`src/rtl/sporta_mux.sv`:
```
// sporta_mux: packs ADC1/ADC2 snapshots into tagged 16-bit sporta words paced by stream_tick.
// Optional checksum word per frame when SPORTA_MUX_CKSUM_EN is defined.
module sporta_mux #(
    parameter int TICK_DIV = 16
) (
    input  logic         clk,
    input  logic         rst,
    input  logic [111:0] adc1_in,
    input  logic [95:0]  adc2_in,
    input  logic         start,
    input  logic         cont,
    output logic [15:0]  stream,
    output logic         stream_tick,
    output logic         busy,
    output logic         frame_done
);

`ifdef SPORTA_MUX_CKSUM_EN
    localparam logic [4:0] LAST_IDX = 5'd17;
`else
    localparam logic [4:0] LAST_IDX = 5'd16;
`endif
    localparam logic [7:0] DIV_END = 8'(TICK_DIV - 1);

    typedef enum logic {
        IDLE,
        SEND
    } state_t;

    state_t      state_q;
    state_t      state_d;
    logic [7:0]  div_q;
    logic [4:0]  idx_q;
    logic [7:0]  frame_cnt;
    logic [13:0] sh1 [8];
    logic [23:0] sh2 [4];
    logic        accept;
    logic        tick;
    logic        last;
    logic        load;
    logic [15:0] word;
    logic [2:0]  a1;
    logic [2:0]  a2;
    logic [1:0]  ch;

`ifdef SPORTA_MUX_CKSUM_EN
    logic [12:0] cksum_q;
`endif

    always_comb begin
        state_d = state_q;
        accept  = 1'b0;
        tick    = 1'b0;
        last    = 1'b0;
        unique case (state_q)
            IDLE: begin
                if (start || cont) begin
                    accept  = 1'b1;
                    state_d = SEND;
                end
            end
            SEND: begin
                if (div_q == DIV_END) begin
                    tick = 1'b1;
                    if (idx_q == LAST_IDX) begin
                        last = 1'b1;
                        if (!cont)
                            state_d = IDLE;
                    end
                end
            end
            default: state_d = IDLE;
        endcase
    end

    // a continuous run re-arms on the last tick with no idle gap
    assign load = accept || (last && cont);

    assign a1 = 3'(idx_q - 5'd1);
    assign a2 = 3'(idx_q - 5'd9);
    assign ch = a2[2:1];

    always_comb begin
        word = '0;
        unique case (1'b1)
            (idx_q == 5'd0):
                word = {8'h00, frame_cnt};
            (idx_q >= 5'd1 && idx_q <= 5'd8):
                word = {2'b01, sh1[a1]};
            (idx_q >= 5'd9 && idx_q <= 5'd16):
                word = a2[0] ? {2'b11, ch, sh2[ch][11:0]}
                             : {2'b10, ch, sh2[ch][23:12]};
`ifdef SPORTA_MUX_CKSUM_EN
            default: word = {3'b001, cksum_q};
`else
            default: word = '0;
`endif
        endcase
    end

    always_ff @(posedge clk) begin
        if (rst) begin
            state_q     <= IDLE;
            div_q       <= '0;
            idx_q       <= '0;
            frame_cnt   <= '0;
            stream      <= '0;
            stream_tick <= 1'b0;
            busy        <= 1'b0;
            frame_done  <= 1'b0;
        end else begin
            state_q     <= state_d;
            stream_tick <= tick;
            frame_done  <= last;
            if (tick)
                stream <= word;
            if (last)
                frame_cnt <= frame_cnt + 8'd1;
            // busy stays up through the last tick, drops the cycle after
            if (accept)
                busy <= 1'b1;
            else if (state_q == IDLE)
                busy <= 1'b0;
            if (load) begin
                div_q <= '0;
                idx_q <= '0;
            end else if (tick) begin
                div_q <= '0;
                idx_q <= idx_q + 5'd1;
            end else if (state_q == SEND) begin
                div_q <= div_q + 8'd1;
            end
        end
    end

    always_ff @(posedge clk) begin
        if (load) begin
            for (int k = 0; k < 8; k++)
                sh1[k] <= adc1_in[14*k +: 14];
            for (int k = 0; k < 4; k++)
                sh2[k] <= adc2_in[24*k +: 24];
        end
    end

`ifdef SPORTA_MUX_CKSUM_EN
    always_ff @(posedge clk) begin
        if (rst)
            cksum_q <= '0;
        else if (load)
            cksum_q <= '0;
        else if (tick)
            cksum_q <= cksum_q + word[12:0];
    end
`endif

endmodule
```
`config.mk`:
```
export PLATFORM = sky130hd
export DESIGN_NAME = sporta_mux
export DESIGN_NICKNAME = d
export VERILOG_FILES = /design/src/rtl/sporta_mux.sv
export SDC_FILE = /design/constraint.sdc
export NUM_CORES = 1
export LEC_CHECK = 0
export ABC_AREA = 1
export ABC_CLOCK_PERIOD_IN_PS = 6000
export CORE_MARGIN = 8
export CORE_UTILIZATION = 45
export DETAILED_ROUTE_END_ITERATION = 6
export GPL_ROUTABILITY_DRIVEN = 0
export PLACE_DENSITY = 0.83
export SLEW_MARGIN = 20
export SYNTH_ARGS = -nofsm -noshare
export SYNTH_HDL_FRONTEND = slang
export SYNTH_SLANG_ARGS = --single-unit
```
`constraint.sdc`:
```
create_clock -name clk -period 6 [get_ports clk]
set_input_delay 0.6 -clock clk [delete_from_list [all_inputs] [get_ports clk]]
set_output_delay 0.6 -clock clk [all_outputs]
set_load 0.01 [all_outputs]
```
==> Yosys cells after proc, flatten, opt, wreduce, memory -nomap -nowiden <==
Memories as Yosys holds them, arrays and structs flattened.
Index checks and enable logic that the tools add are counted.
{ "word_totals": {"register_bits": 41, "latch_bits": 0, "mem_bits_rw": 208, "rom_bits": 0, "out_inout_bits": 19, "elab_cells": 48, "mem_count": 2} }
{ "mem_list": {"columns": ["memory", "depth", "word_bits", "rd", "rd_ports_with_merged_regs", "wr", "line_no", "text"], "rows": [
  ["sh1", 8, 14, 1, 0, 8, "35", "logic [13:0] sh1 [8];"],
  ["sh2", 4, 24, 1, 0, 4, "36", "logic [23:0] sh2 [4];"]
]} }
{ "classes": {"addsub": 5, "mul": 0, "div": 0, "n_lt_le_gt_ge": 4, "eq_ne": 3, "shifts": 0, "n_mux": 17, "bitwise_logic": 1, "reduce_logical": 8} }
{ "ops": {"columns": ["operator", "count"], "rows": [
  ["one-hot mux 16 bit (3 select lines)", 1],
  ["adder 8 x 1 -> 8 bit, second input constant", 2],
  ["two-way mux 15 bit", 1],
  ["two-way mux 1 bit", 14],
  ["== test 8 x 4 -> 1 bit, second input constant", 1],
  ["subtractor 3 x 1 -> 3 bit, second input constant", 2],
  ["adder 5 x 1 -> 5 bit, second input constant", 1],
  ["== test 5 bit, second input constant", 1],
  [">= comparator 5 x 1 -> 1 bit, second input constant", 1],
  [">= comparator 5 x 4 -> 1 bit, second input constant", 1],
  ["less-or-equal comparator 5 x 4 -> 1 bit, second input constant", 1],
  ["less-or-equal comparator 5 bit, second input constant", 1],
  ["logical NOT 5 bit", 1],
  ["logical AND 1 bit", 3],
  ["OR reduction 3 bit", 1],
  ["logical OR 1 bit", 2],
  ["inequality test 2 x 1 -> 1 bit, second input constant", 1],
  ["one-hot mux 1 bit (2 select lines)", 1],
  ["OR reduction 2 bit", 1],
  ["NOT 1 bit", 1]
]} }

==> Depth between registers and ports, before layout <==
{ "logic_depth": {"depth_word": 8, "depth_mapped": 18, "mapped_depth_nobuf": 13} }

==> Least setup slack after synthesis <==
OpenSTA, ideal clock, no wires.
{ "synth_timing": {"path_kind": "register -> register", "start": "register idx_q[0]", "end": "memory sh1[0][0], enable pin", "setup_time_ps": 577, "t_arrival_ps": 6033, "t_required_ps": 5423, "setup_slack_ps": -610, "path_stages_with_launch": 10, "cell_sequence": "dfxtp_1 buf_4 inv_4 buf_4 buf_4 ha_1 nand4_2 nor2_8 nand2_2 nand2_1"} }
{ "synth_rtl": {"columns": ["element", "line_no", "text"], "rows": [
  ["start: declaration", "33", "logic [4:0] idx_q;"],
  ["start signal: assignment", "129", "idx_q <= idx_q + 5'd1;"],
  ["end: declaration", "35", null]
]} }

==> impl_metrics.tcl <==
set metrics [dict create \
    area.growth.synth_to_final_pct 32.8 \
    hold_class "reg -> reg" \
    grt_pass1_wl_um 44000 \
    syn_avg_cell_area_um2 10.2 \
    grt_pass1_vias 8282 \
    yosysSeqAreaShare_pct 66.5 \
    chipWidth_um 170 \
    cellPowerDensity_nw_per_um2 292 \
    track_usage_pct 19.6 \
    skew_ns 0.0247 \
    crit_slowest_cell "nand2_8" \
    cts_tree "done" \
    fmax_mhz 281 \
    io_buffers 230 \
    ys_types 39 \
    path_cells "inv_4 > ha_2 > nand4_2 > nor2_8 > nand2_2 > nand2_8 > buf_12" \
    clock_latency_ns 0.54 \
    tightest_slew_ns 1.06 \
    numCtsBuffers 27 \
    hold_viol_final 0 \
    p_leak_nw 5.62 \
    vias 7984 \
    antenna_found_initial 3 \
    synth_edf_count 208 \
    finalSetupTns_ns 0 \
    cts.sinks 249 \
    cp-end-kind "register" \
    slew_headroom_pct 29.6 \
    fin_nets 1478 \
    rows 56 \
    worst_ep_arrival_time_ns 3.75 \
    synthArstFlopShare_pct 0 \
    rrSetupSlack_ns 2.44 \
    worstPathMaxFanout 134 \
    grt_setup_unrepaired "no" \
    wl_per_cell_um 18.0 \
    grt-ovfl-total 0 \
    grt_max_degree 135 \
    syn-num-nets 1258 \
    totalWireLength_um 28800 \
    cts_buffer_depth 3 \
    root_buffer "clkbuf_16" \
    path_buf_inv 2 \
    fin_cells 1604 \
    maxSlewViolCount 0 \
    hold_buffers 0 \
    synth_cells 1041 \
    setup_viol 0 \
    final_util_pct 60.5 \
    clk_pin_slew_worst_paths_ns 0.06 \
    dieArea_um2 28800 \
    max-vdd-ir-drop_mv 0.223 \
    drtPass1Iterations 5 \
    coreArea_um2 23300 \
    drtIter0Drc 745 \
    status "finished, final reports clean" \
    viasPerCell 4.98 \
    hpwl_um 19600 \
    route.detailed.drc 0 \
    worst_path_largest_cell_delay_ns 0.74 \
    yosys_warnings 0 \
    placed_cells 1551 \
    synthFlopType "edfxtp_1" \
    startpoint_type "register" \
    ant_nets 0 \
    postCtsSetupBuffers 0 \
    period_needed_ns 3.56 \
    post_cts_resized 0 \
    crit_type "reg -> reg" \
    cp.required_ns 6.20 \
    yosys_register_bits 249 \
    netlist_area_um2 10600 \
    maxCapViolations 0 \
    period_share_pct 59.3 \
    cts_htree_levels 1 \
    critical_path.top_delay_family "simple AND/OR/NAND/NOR gates" \
    fp.dieH_um 170 \
    drive_above_1_share_pct 6.63 \
    start_util_pct 45.6 \
    pin_count 231 \
]
==> power by group <==
group	switching [mW]	total (mW)	internal (mW)	leakage, nW
registers	0.0336	2.05	2.02	2.37
clock network	0.683	1.77	1.09	0.461
logic	0.134	0.290	0.156	2.79
==> metal layers <==
layer  up-vias  wire (um)  track usage, %
met2       337      14100            33.2
met5         -          0               0
met4         0       1150            8.12
met3        69       2180            4.63
li1       3867          -               -
met1      3711      11400            23.7
==> layout make-up <==
| class | count | area (um2) |
|---|---|---|
| repair buffers | 233 | 2340 |
| clock buffers | 31 | 691 |
| fillers | 1833 | 9220 |
| clock inverters | 19 | 264 |
| inverters | 62 | 238 |
| diodes | 3 | 7.51 |
| flip-flops and latches | 249 | 7070 |
| multi-input cells | 688 | 3110 |
| well taps | 319 | 399 |
==> worst register-to-register path: cells and delay by family (launching register included) <==
kind                     cells  cell delay (ns)
adder cells (fa/ha/maj)      1             0.41
AND/OR/NAND/NOR              4             1.36
flip-flops                   1             0.35
buffers and inverters        2             1.07
==> metrics by stage <==
step	setup WS (ns)	hold WS (ns)	total power, mW	area [um2]
after global routing	2.24	0.473	4.25	14100
after CTS	2.40	0.451	4.15	14100
final	2.44	0.449	4.12	14100
after floorplan	1.46	0.456	2.20	10600
after global placement	2.51	0.440	2.36	13200
after detailed placement	2.39	0.439	2.38	13200
==> sequential cells by signal, indices dropped and copies added, names as in the netlist <==
name / flops
sh2: 96
busy: 1
stream_tick: 1
idx_q: 5
div_q: 8
sh1: 112
stream: 16
frame_cnt: 8
frame_done: 1
state_q: 1
==> cell usage in the layout, fill, tap and decap left out, types with 2 or more instances in the layout <==
cell               n
or2_0              9
a21boi_1           2
o211ai_1           5
nand4_1            3
clkdlybuf4s50_1  230
nand3_1           87
nor2_4             2
clkbuf_16         27
dfxtp_1           40
ha_1               4
diode_2            3
clkinv_2           6
edfxtp_1         208
o31ai_1            2
inv_1             55
inv_4              2
a21oi_1           14
nor3b_2            2
o21ai_1            3
xor2_1             6
bufinv_16          6
nor3_1             4
xnor2_1            3
or2_2              6
clkinvlp_4         3
nand3_2            3
o21ai_0           10
nand2_2            5
inv_2              5
clkbuf_1           4
clkinv_1           3
or2_1             13
nand2_1          358
nor2_1           131
nand2_4            6
==> kinds of logic after synthesis <==
kind of cell,count (synthesis),share of synthesized area [%]
AOI/OAI and AO/OA,39,2.11
xor gates and xnor gates,9,0.742
adders and majority gates,5,0.589
buffers and inverters,104,4.51
DFF,249,66.5
and+or+nand+nor,635,25.6
==> cell usage after synthesis, types with 2 or more instances <==
cell type	number	area, um2
nand2_2	4	25.0
nand2_4	6	67.6
edfxtp_1	208	6250
o21ai_1	3	15.0
xor2_1	6	52.6
nor3_1	4	20.0
nand2_1	360	1350
buf_2	25	125
or2_2	6	37.5
inv_2	5	18.8
nand3_2	3	30.0
o21ai_0	10	50.1
inv_1	55	206
clkbuf_1	4	15.0
nor2_4	2	22.5
o31ai_1	2	15.0
nand4_1	3	18.8
dfxtp_1	41	821
or2_1	13	81.3
or2_0	9	56.3
a21boi_1	2	15.0
nand3_1	87	435
a21oi_1	14	70.1
ha_1	5	62.6
nor2_1	131	492
xnor2_1	3	26.3
o211ai_1	5	37.5
buf_4	12	90.1
nor3b_2	2	25.0
inv_4	2	12.5
==> worst paths after layout <==
path	to	cells after the start	start
min	stream[15]$_SDFFE_PP0P_	2	stream[15]$_SDFFE_PP0P_
min reg2reg	stream[15]$_SDFFE_PP0P_	2	stream[15]$_SDFFE_PP0P_
max reg2reg	sh1[7][13]$_DFFE_PP_	7	idx_q[0]$_SDFFE_PP0P_
max	sh1[7][13]$_DFFE_PP_	7	idx_q[0]$_SDFFE_PP0P_
No activity file was read; power rests on OpenSTA's default activity.
